`src/rtl/nibbler_pkg.sv`:
```
// Shared types for the nibbler core: opcodes, FSM states, ALU selects and
// opcode-class helpers.
package nibbler_pkg;

    typedef enum logic [3:0] {
        OP_JC   = 4'h0,
        OP_JNC  = 4'h1,
        OP_CMPI = 4'h2,
        OP_CMPM = 4'h3,
        OP_LIT  = 4'h4,
        OP_IN   = 4'h5,
        OP_LD   = 4'h6,
        OP_ST   = 4'h7,
        OP_JZ   = 4'h8,
        OP_JNZ  = 4'h9,
        OP_ADDI = 4'hA,
        OP_ADDM = 4'hB,
        OP_JMP  = 4'hC,
        OP_OUT  = 4'hD,
        OP_NORI = 4'hE,
        OP_NORM = 4'hF
    } opcode_e;

    typedef enum logic [1:0] {
        ST_FETCH = 2'd0,
        ST_EXEC  = 2'd1,
        ST_WAIT  = 2'd2,
        ST_HALT  = 2'd3
    } state_e;

    typedef enum logic [1:0] {
        ALU_ADD = 2'd0,
        ALU_NOR = 2'd1,
        ALU_CMP = 2'd2
    } alu_op_e;

    function automatic logic is_mem(input opcode_e op);
        return op inside {OP_CMPM, OP_LD, OP_ST, OP_ADDM, OP_NORM};
    endfunction

    function automatic logic is_jump(input opcode_e op);
        return op inside {OP_JC, OP_JNC, OP_JZ, OP_JNZ, OP_JMP};
    endfunction

    function automatic alu_op_e alu_op_of(input opcode_e op);
        alu_op_e sel;
        case (op)
            OP_ADDI, OP_ADDM: sel = ALU_ADD;
            OP_NORI, OP_NORM: sel = ALU_NOR;
            default:          sel = ALU_CMP;
        endcase
        return sel;
    endfunction

endpackage

```
`src/rtl/nibbler_if.sv`:
```
// Program-memory and data-RAM bus of the nibbler core; master is the core.
interface nibbler_if #(
    parameter int DATA_W = 4,
    parameter int ADDR_W = 12
);
    logic [ADDR_W-1:0] prog_addr;
    logic [ADDR_W+3:0] prog_word;
    logic [ADDR_W-1:0] ram_addr;
    logic [DATA_W-1:0] ram_wdata;
    logic [DATA_W-1:0] ram_rdata;
    logic              ram_re;
    logic              ram_we;
    logic              ram_ready;

    modport master (
        output prog_addr, ram_addr, ram_wdata, ram_re, ram_we,
        input  prog_word, ram_rdata, ram_ready
    );

    modport slave (
        input  prog_addr, ram_addr, ram_wdata, ram_re, ram_we,
        output prog_word, ram_rdata, ram_ready
    );
endinterface

```
`src/rtl/nibbler_alu.sv`:
```
// Combinational ALU: ADD with carry-out, NOR, and unsigned compare.
module nibbler_alu
    import nibbler_pkg::*;
#(
    parameter int DATA_W = 4
) (
    input  alu_op_e           op,
    input  logic [DATA_W-1:0] a,
    input  logic [DATA_W-1:0] b,
    output logic [DATA_W-1:0] result,
    output logic              carry,
    output logic              zero
);

    logic [DATA_W:0]   sum;
    logic [DATA_W-1:0] nor_v;

    assign sum   = {1'b0, a} + {1'b0, b};
    assign nor_v = ~(a | b);

    // CMP leaves the accumulator as-is: carry means a >= b, zero means a == b.
    always_comb begin
        result = a;
        carry  = 1'b0;
        zero   = 1'b0;
        case (op)
            ALU_ADD: begin
                result = sum[DATA_W-1:0];
                carry  = sum[DATA_W];
                zero   = (sum[DATA_W-1:0] == '0);
            end
            ALU_NOR: begin
                result = nor_v;
                zero   = (nor_v == '0);
            end
            default: begin
                result = a;
                carry  = (a >= b);
                zero   = (a == b);
            end
        endcase
    end

endmodule

```
`src/rtl/nibbler_core.sv`:
```
// Nibbler 4-bit accumulator core: two-cycle FETCH/EXEC sequencing with RAM
// wait states and a halt handshake.
//
//   state | meaning
//   FETCH | latch program word into instr/operand
//   EXEC  | execute; memory ops issue their request here
//   WAIT  | memory request held until ram_ready
//   HALT  | all state frozen while halt_req is high
module nibbler_core
    import nibbler_pkg::*;
#(
    parameter int DATA_W = 4,
    parameter int ADDR_W = 12
) (
    input  logic              clk,
    input  logic              reset,
    nibbler_if.master         bus,
    input  logic [DATA_W-1:0] pushbuttons,
    output logic [DATA_W-1:0] ff_out,
    input  logic              halt_req,
    output logic              halted,
    output logic              phase,
    output logic [ADDR_W-1:0] pc,
    output logic [3:0]        instr,
    output logic [ADDR_W-1:0] operand,
    output logic [DATA_W-1:0] accu,
    output logic              c_flag,
    output logic              z_flag
);

    localparam logic [1:0] S_FETCH = ST_FETCH;
    localparam logic [1:0] S_EXEC  = ST_EXEC;
    localparam logic [1:0] S_WAIT  = ST_WAIT;
    localparam logic [1:0] S_HALT  = ST_HALT;

    logic [1:0]        state;
    opcode_e           op;
    logic              mem_op;
    logic              active;
    logic              retire;
    logic              taken;
    logic [DATA_W-1:0] src;
    logic [ADDR_W-1:0] pc_next;
    logic [DATA_W-1:0] alu_result;
    logic              alu_carry;
    logic              alu_zero;

    assign op     = opcode_e'(instr);
    assign mem_op = is_mem(op);
    assign active = (state == S_EXEC) || (state == S_WAIT);
    assign retire = active && (!mem_op || bus.ram_ready);
    assign src    = mem_op ? bus.ram_rdata : operand[DATA_W-1:0];

    always_comb begin
        taken = 1'b0;
        if (is_jump(op)) begin
            case (op)
                OP_JC:   taken = c_flag;
                OP_JNC:  taken = !c_flag;
                OP_JZ:   taken = z_flag;
                OP_JNZ:  taken = !z_flag;
                default: taken = 1'b1;
            endcase
        end
    end

    assign pc_next = taken ? operand : pc + ADDR_W'(1);

    nibbler_alu #(.DATA_W(DATA_W)) u_alu (
        .op     (alu_op_of(op)),
        .a      (accu),
        .b      (src),
        .result (alu_result),
        .carry  (alu_carry),
        .zero   (alu_zero)
    );

    // Requests derive only from state and the latched instruction, so they
    // stay stable across WAIT and drop immediately on reset.
    assign bus.prog_addr = pc;
    assign bus.ram_addr  = operand;
    assign bus.ram_wdata = accu;
    assign bus.ram_re    = active && mem_op && (op != OP_ST);
    assign bus.ram_we    = active && (op == OP_ST);

    assign halted = (state == S_HALT);
    assign phase  = active;

    always_ff @(posedge clk or posedge reset) begin
        if (reset) begin
            state   <= S_FETCH;
            pc      <= '0;
            accu    <= '0;
            ff_out  <= '0;
            c_flag  <= 1'b0;
            z_flag  <= 1'b0;
            instr   <= '0;
            operand <= '0;
        end else begin
            case (state)
                S_FETCH: begin
                    instr   <= bus.prog_word[ADDR_W+3:ADDR_W];
                    operand <= bus.prog_word[ADDR_W-1:0];
                    state   <= S_EXEC;
                end
                S_EXEC, S_WAIT: begin
                    if (retire) begin
                        pc    <= pc_next;
                        state <= halt_req ? S_HALT : S_FETCH;
                        case (op)
                            OP_CMPI, OP_CMPM: begin
                                c_flag <= alu_carry;
                                z_flag <= alu_zero;
                            end
                            OP_ADDI, OP_ADDM: begin
                                accu   <= alu_result;
                                c_flag <= alu_carry;
                                z_flag <= alu_zero;
                            end
                            OP_NORI, OP_NORM: begin
                                accu   <= alu_result;
                                z_flag <= alu_zero;
                            end
                            OP_LIT:  accu   <= operand[DATA_W-1:0];
                            OP_IN:   accu   <= pushbuttons;
                            OP_LD:   accu   <= bus.ram_rdata;
                            OP_OUT:  ff_out <= accu;
                            default: ;
                        endcase
                    end else begin
                        state <= S_WAIT;
                    end
                end
                S_HALT: begin
                    if (!halt_req)
                        state <= S_FETCH;
                end
                default: state <= S_FETCH;
            endcase
        end
    end

endmodule

```
`src/flat_wrapper.sv`:
```
// flat-port wrapper written by rule: the top's interface ports become plain ports
module nibbler_core_flat import nibbler_pkg::*;
#(
    parameter int DATA_W = 4,
    parameter int ADDR_W = 12
)
  (clk, reset, pushbuttons, ff_out, halt_req, halted, phase, pc, instr, operand, accu, c_flag, z_flag, bus_prog_addr, bus_ram_addr, bus_ram_wdata, bus_ram_re, bus_ram_we, bus_prog_word, bus_ram_rdata, bus_ram_ready);
  nibbler_if #(.DATA_W(DATA_W), .ADDR_W(ADDR_W)) bus_i ();
  input  logic clk;
  input  logic reset;
  input  logic [DATA_W-1:0] pushbuttons;
  output logic [DATA_W-1:0] ff_out;
  input  logic halt_req;
  output logic halted;
  output logic phase;
  output logic [ADDR_W-1:0] pc;
  output logic [3:0] instr;
  output logic [ADDR_W-1:0] operand;
  output logic [DATA_W-1:0] accu;
  output logic c_flag;
  output logic z_flag;
  output wire logic [$bits(bus_i.prog_addr)-1:0] bus_prog_addr;
  output wire logic [$bits(bus_i.ram_addr)-1:0] bus_ram_addr;
  output wire logic [$bits(bus_i.ram_wdata)-1:0] bus_ram_wdata;
  output wire logic [$bits(bus_i.ram_re)-1:0] bus_ram_re;
  output wire logic [$bits(bus_i.ram_we)-1:0] bus_ram_we;
  input wire logic [$bits(bus_i.prog_word)-1:0] bus_prog_word;
  input wire logic [$bits(bus_i.ram_rdata)-1:0] bus_ram_rdata;
  input wire logic [$bits(bus_i.ram_ready)-1:0] bus_ram_ready;
  assign bus_prog_addr = bus_i.prog_addr;
  assign bus_ram_addr = bus_i.ram_addr;
  assign bus_ram_wdata = bus_i.ram_wdata;
  assign bus_ram_re = bus_i.ram_re;
  assign bus_ram_we = bus_i.ram_we;
  assign bus_i.prog_word = bus_prog_word;
  assign bus_i.ram_rdata = bus_ram_rdata;
  assign bus_i.ram_ready = bus_ram_ready;
  nibbler_core #(.DATA_W(DATA_W), .ADDR_W(ADDR_W)) u_core (.clk(clk), .reset(reset), .bus(bus_i), .pushbuttons(pushbuttons), .ff_out(ff_out), .halt_req(halt_req), .halted(halted), .phase(phase), .pc(pc), .instr(instr), .operand(operand), .accu(accu), .c_flag(c_flag), .z_flag(z_flag));
endmodule
```
`config.mk`:
```
export PLATFORM = sky130hd
export DESIGN_NAME = nibbler_core_flat
export DESIGN_NICKNAME = d
export VERILOG_FILES = /design/src/rtl/nibbler_pkg.sv /design/src/rtl/nibbler_if.sv /design/src/rtl/nibbler_alu.sv /design/src/rtl/nibbler_core.sv /design/src/flat_wrapper.sv
export SDC_FILE = /design/constraint.sdc
export NUM_CORES = 1
export LEC_CHECK = 0
export CORE_AREA = 2 2 60 104
export DETAILED_ROUTE_END_ITERATION = 16
export DIE_AREA = 0 0 62 106
export DONT_BUFFER_PORTS = 1
export PLACE_DENSITY_LB_ADDON = 0.2
export SYNTH_ARGS = -nofsm -noshare
export SYNTH_HDL_FRONTEND = slang
export SYNTH_SLANG_ARGS = --single-unit
```
`constraint.sdc`:
```
create_clock -name clk -period 3.22 [get_ports clk]
set_clock_uncertainty 0.2 [all_clocks]
set_input_delay 0.644 -clock clk [delete_from_list [all_inputs] [get_ports clk]]
set_output_delay 0.644 -clock clk [all_outputs]
set_load 0.01 [all_outputs]
```
==> impl_metrics.ini <==
[run_status]
result_of_the_run = finished, final reports clean

[floorplan]
core.rowCount = 37
die-height_um = 106
design.core.area_um2 = 5790
floorplan.die.width_um = 62
initial_utilization_pct = 48.3
die_footprint_um2 = 6570
ports_placed_on_the_boundary = 98

[sta]
timing.final.hold_violations = 0
fmax_ghz = 0.352
setup_repair_after_global_routing_missed_its_margin = no
tightest_slew_ns = 0.836
min_period_over_period_pct = 88.3
total_count_of_max_transition_violations_in_the_final_report = 0
final.setup.tns_ns = 0
hold-worst-slack_ns = 0.0774
final.min_clock_period_ns = 2.84
final-setup-viol-count = 0
slew-limit-headroom_pct = 44.3

[yosys]
synth_area_leaders = sky130_fd_sc_hd__dfrtp_1, sky130_fd_sc_hd__mux2_2, sky130_fd_sc_hd__buf_4
dominantRegCellSynth = sky130_fd_sc_hd__dfrtp_1
yosys_register_bits = 40
synth_edf_count = 0
async_reset_ff_share_pct = 100
yosys.area.top_type = sky130_fd_sc_hd__dfrtp_1
netlist_area_um2 = 2790
synth-seq-area-share_pct = 35.8
synth-warning-count = 0
top_area_cell_type_share_of_the_netlist_area_pct = 35.8
synth.cells.most_frequent = sky130_fd_sc_hd__dfrtp_1, sky130_fd_sc_hd__buf_4, sky130_fd_sc_hd__mux2_2
synth_nets = 332
netlist-cell-type-count = 47
syn_area_per_cell_um2 = 9.73
synthesis.instances = 287
synth_most_common_cell = sky130_fd_sc_hd__dfrtp_1

[global_route]
overflow = 0
grt.total_usage_pct = 22.3
grt_pass1_wl_um = 10800
number_of_antenna_violations_at_the_first_check_in_global_routing = 0
maximum_number_of_pins_on_one_net_before_global_route_repair = 24
via_count_of_the_first_global_routing_pass = 2227

[setup_path]
crit_arrival_ns = 2.88
setup.worst_path.end_class = flop
critical_path_required_ns = 3.25
reg2reg_setup_slack_ns = 0.38
timing.critical_path.from_type = flop
path_cells = nor2b_1 -> o21ai_1 -> buf_4 -> mux2_2 -> inv_1 -> ha_1 -> nand3_1 -> nand2_1 -> xor2_1 -> o41ai_1 -> mux2_1
timing.critical_path.slowest_cell_delay_ns = 0.42
reg2reg_depth = 11
cp_num_buf_inv = 2
timing.critical_path.max_delay_family = compound AO/OA/AOI/OAI gates
endpoint_of_the_worst_slack_reg_to_reg_timing_path = u_core.z_flag
cp_max_fo = 5
criticalPathCategory = flop to flop
reg2reg_from = u_core.instr[2]
slowest_stage = sky130_fd_sc_hd__o41ai_1

[detailed_routing]
drt-initial-drc-count = 99
detail_route.wirelength.met1_um = 2350
routed_wl_um = 7050
detailroute.via_count = 2050
dr.pass1.iters = 4
antenna_violating_nets_post_route = 0
wire_per_inst_um = 20.7
dr.max_layer_used = met4
dr_wl_met2_um = 4010
viasPerCell = 6.01
met3_wirelength_um = 515
route.detailed.drc = 0

[cts]
cts_htree_levels = 2
cts_tree = yes
worstSkewPairLatency_ns = 0.29
post_cts_setup_repair_bufs = 0
cts-hold-fix-buffers = 0
clock-sinks = 40
clk_transition_reported_paths_ns = 0.08
cts_made_buffers = 5
clock_path_buffers = 2
ctsResizeCount = 0
root_buffer_master = sky130_fd_sc_hd__clkbuf_8

[final_layout]
finalNetCount = 308
drive_gt1_share_pct = 17.1
finish.utilization_pct = 48.7
antenna-diode-count = 0
area_delta_synth_final_pct = 0.940
postLayoutCellArea_um2 = 2820

[placed_design]
place_area_um2 = 2690
placement.io_buffers = 0
gpl.final_weighted_congestion = 0.940
hpwl_reported_at_the_end_of_detailed_placement_um = 5370

[power]
total_power_mw = 4.05
p_per_area_nw_per_um2 = 1440
power.static_leakage_nw = 1.22
ir_drop_uv = 600

[flow_run]
max-cap-violations = 0

[worst_hold_path]
timing.hold.worst.class = input port to async pin
[report_power, final]
group          total (mW)  internal (mW)  switching, mW  leakage [nW]
Combinational        2.24           1.00           1.24         0.693
Clock               0.484          0.305          0.178        0.0642
Sequential           1.32          0.762          0.559         0.467
[logic make-up (layout without fill, tap and decap cells)]
| group | count (synthesis) | after routing | share of synthesized area (%) |
|---|---|---|---|
| AND/OR/NAND/NOR | 66 | 66 | 12.3 |
| XOR/XNOR | 4 | 4 | 1.25 |
| flip-flops | 40 | 40 | 35.8 |
| multiplexers | 38 | 38 | 14.9 |
| buffers and inverters | 63 | 39 | 13.0 |
| adder cells (fa/ha/maj) | 17 | 17 | 7.88 |
| AO/OA/AOI/OAI | 59 | 59 | 14.8 |
[sequential cells by signal, summed over array words and instances (netlist names)]
name	cells
u_core.state	2
u_core.bus.prog_addr	12
u_core.ff_out	4
u_core.bus.ram_addr	12
u_core.instr	4
u_core.c_flag	1
u_core.z_flag	1
u_core.accu	4
[layout make-up]
type,instances,area [um2]
clock buffers,5,68.8
clock inverters,2,60.1
fillers,567,2970
inverters,22,82.6
multi-input cells,184,1440
flip-flops and latches,40,1000
well taps,78,97.6
repair buffers,10,75.1
[cells in the final DEF (no fill, tap or decap), drive strengths merged, types with 2 or more instances in the layout]
cell / synthesis / final
mux2: 29 / 29
nand3b: 2 / 2
ha: 16 / 16
o311ai: 2 / 2
a211oi: 4 / 4
o22ai: 3 / 3
o22a: 2 / 2
nor2: 4 / 4
nor2b: 3 / 3
o21ai: 13 / 13
inv: 22 / 21
and4: 2 / 2
nand4: 5 / 5
and2: 3 / 3
xnor2: 3 / 3
dfrtp: 40 / 40
bufinv: 0 / 2
clkbuf: 3 / 5
o2bb2ai: 2 / 2
buf: 38 / 10
nand3: 10 / 10
nand2b: 2 / 2
o41ai: 2 / 2
nor3b: 2 / 2
mux2i: 9 / 9
a222oi: 3 / 3
a21oi: 14 / 14
nand2: 21 / 21
a2bb2oi: 7 / 7
nor3: 9 / 9
[stage by stage]
step	setup WS [ns]	cells
CTS	0.349	341
detailed placement	0.367	334
finish	0.376	341
global route	0.191	341
floorplan	0.309	287
global placement	0.357	334
[worst register-to-register path: cells and delay by family (launching register included)]
family	cells	cell delay (ns)
muxes	2	0.54
AOI/OAI and AO/OA	2	0.62
and+or+nand+nor	3	0.31
DFF	1	0.37
adders and majority gates	1	0.26
buffers and inverters	2	0.32
xor gates and xnor gates	1	0.17
[routing by layer]
metal	global-route usage, %	up-vias
met3	6.69	15
met2	41.0	77
met4	9.57	0
met1	21.0	1010
met5	0	-
li1	-	948
[worst max-delay path by stage]
stage,to,cells after the start,startpoint,slack [ns]
final,u_core.z_flag,11,u_core.instr[2],0.38
after global routing,u_core.z_flag,11,u_core.instr[2],0.19
after CTS,u_core.z_flag,11,u_core.instr[2],0.35
after detailed placement,u_core.z_flag,11,u_core.instr[2],0.37
after global placement,u_core.z_flag,10,u_core.instr[2],0.36
after floorplan,u_core.z_flag,10,u_core.instr[2],0.31
(Power assumes the default switching activity.)
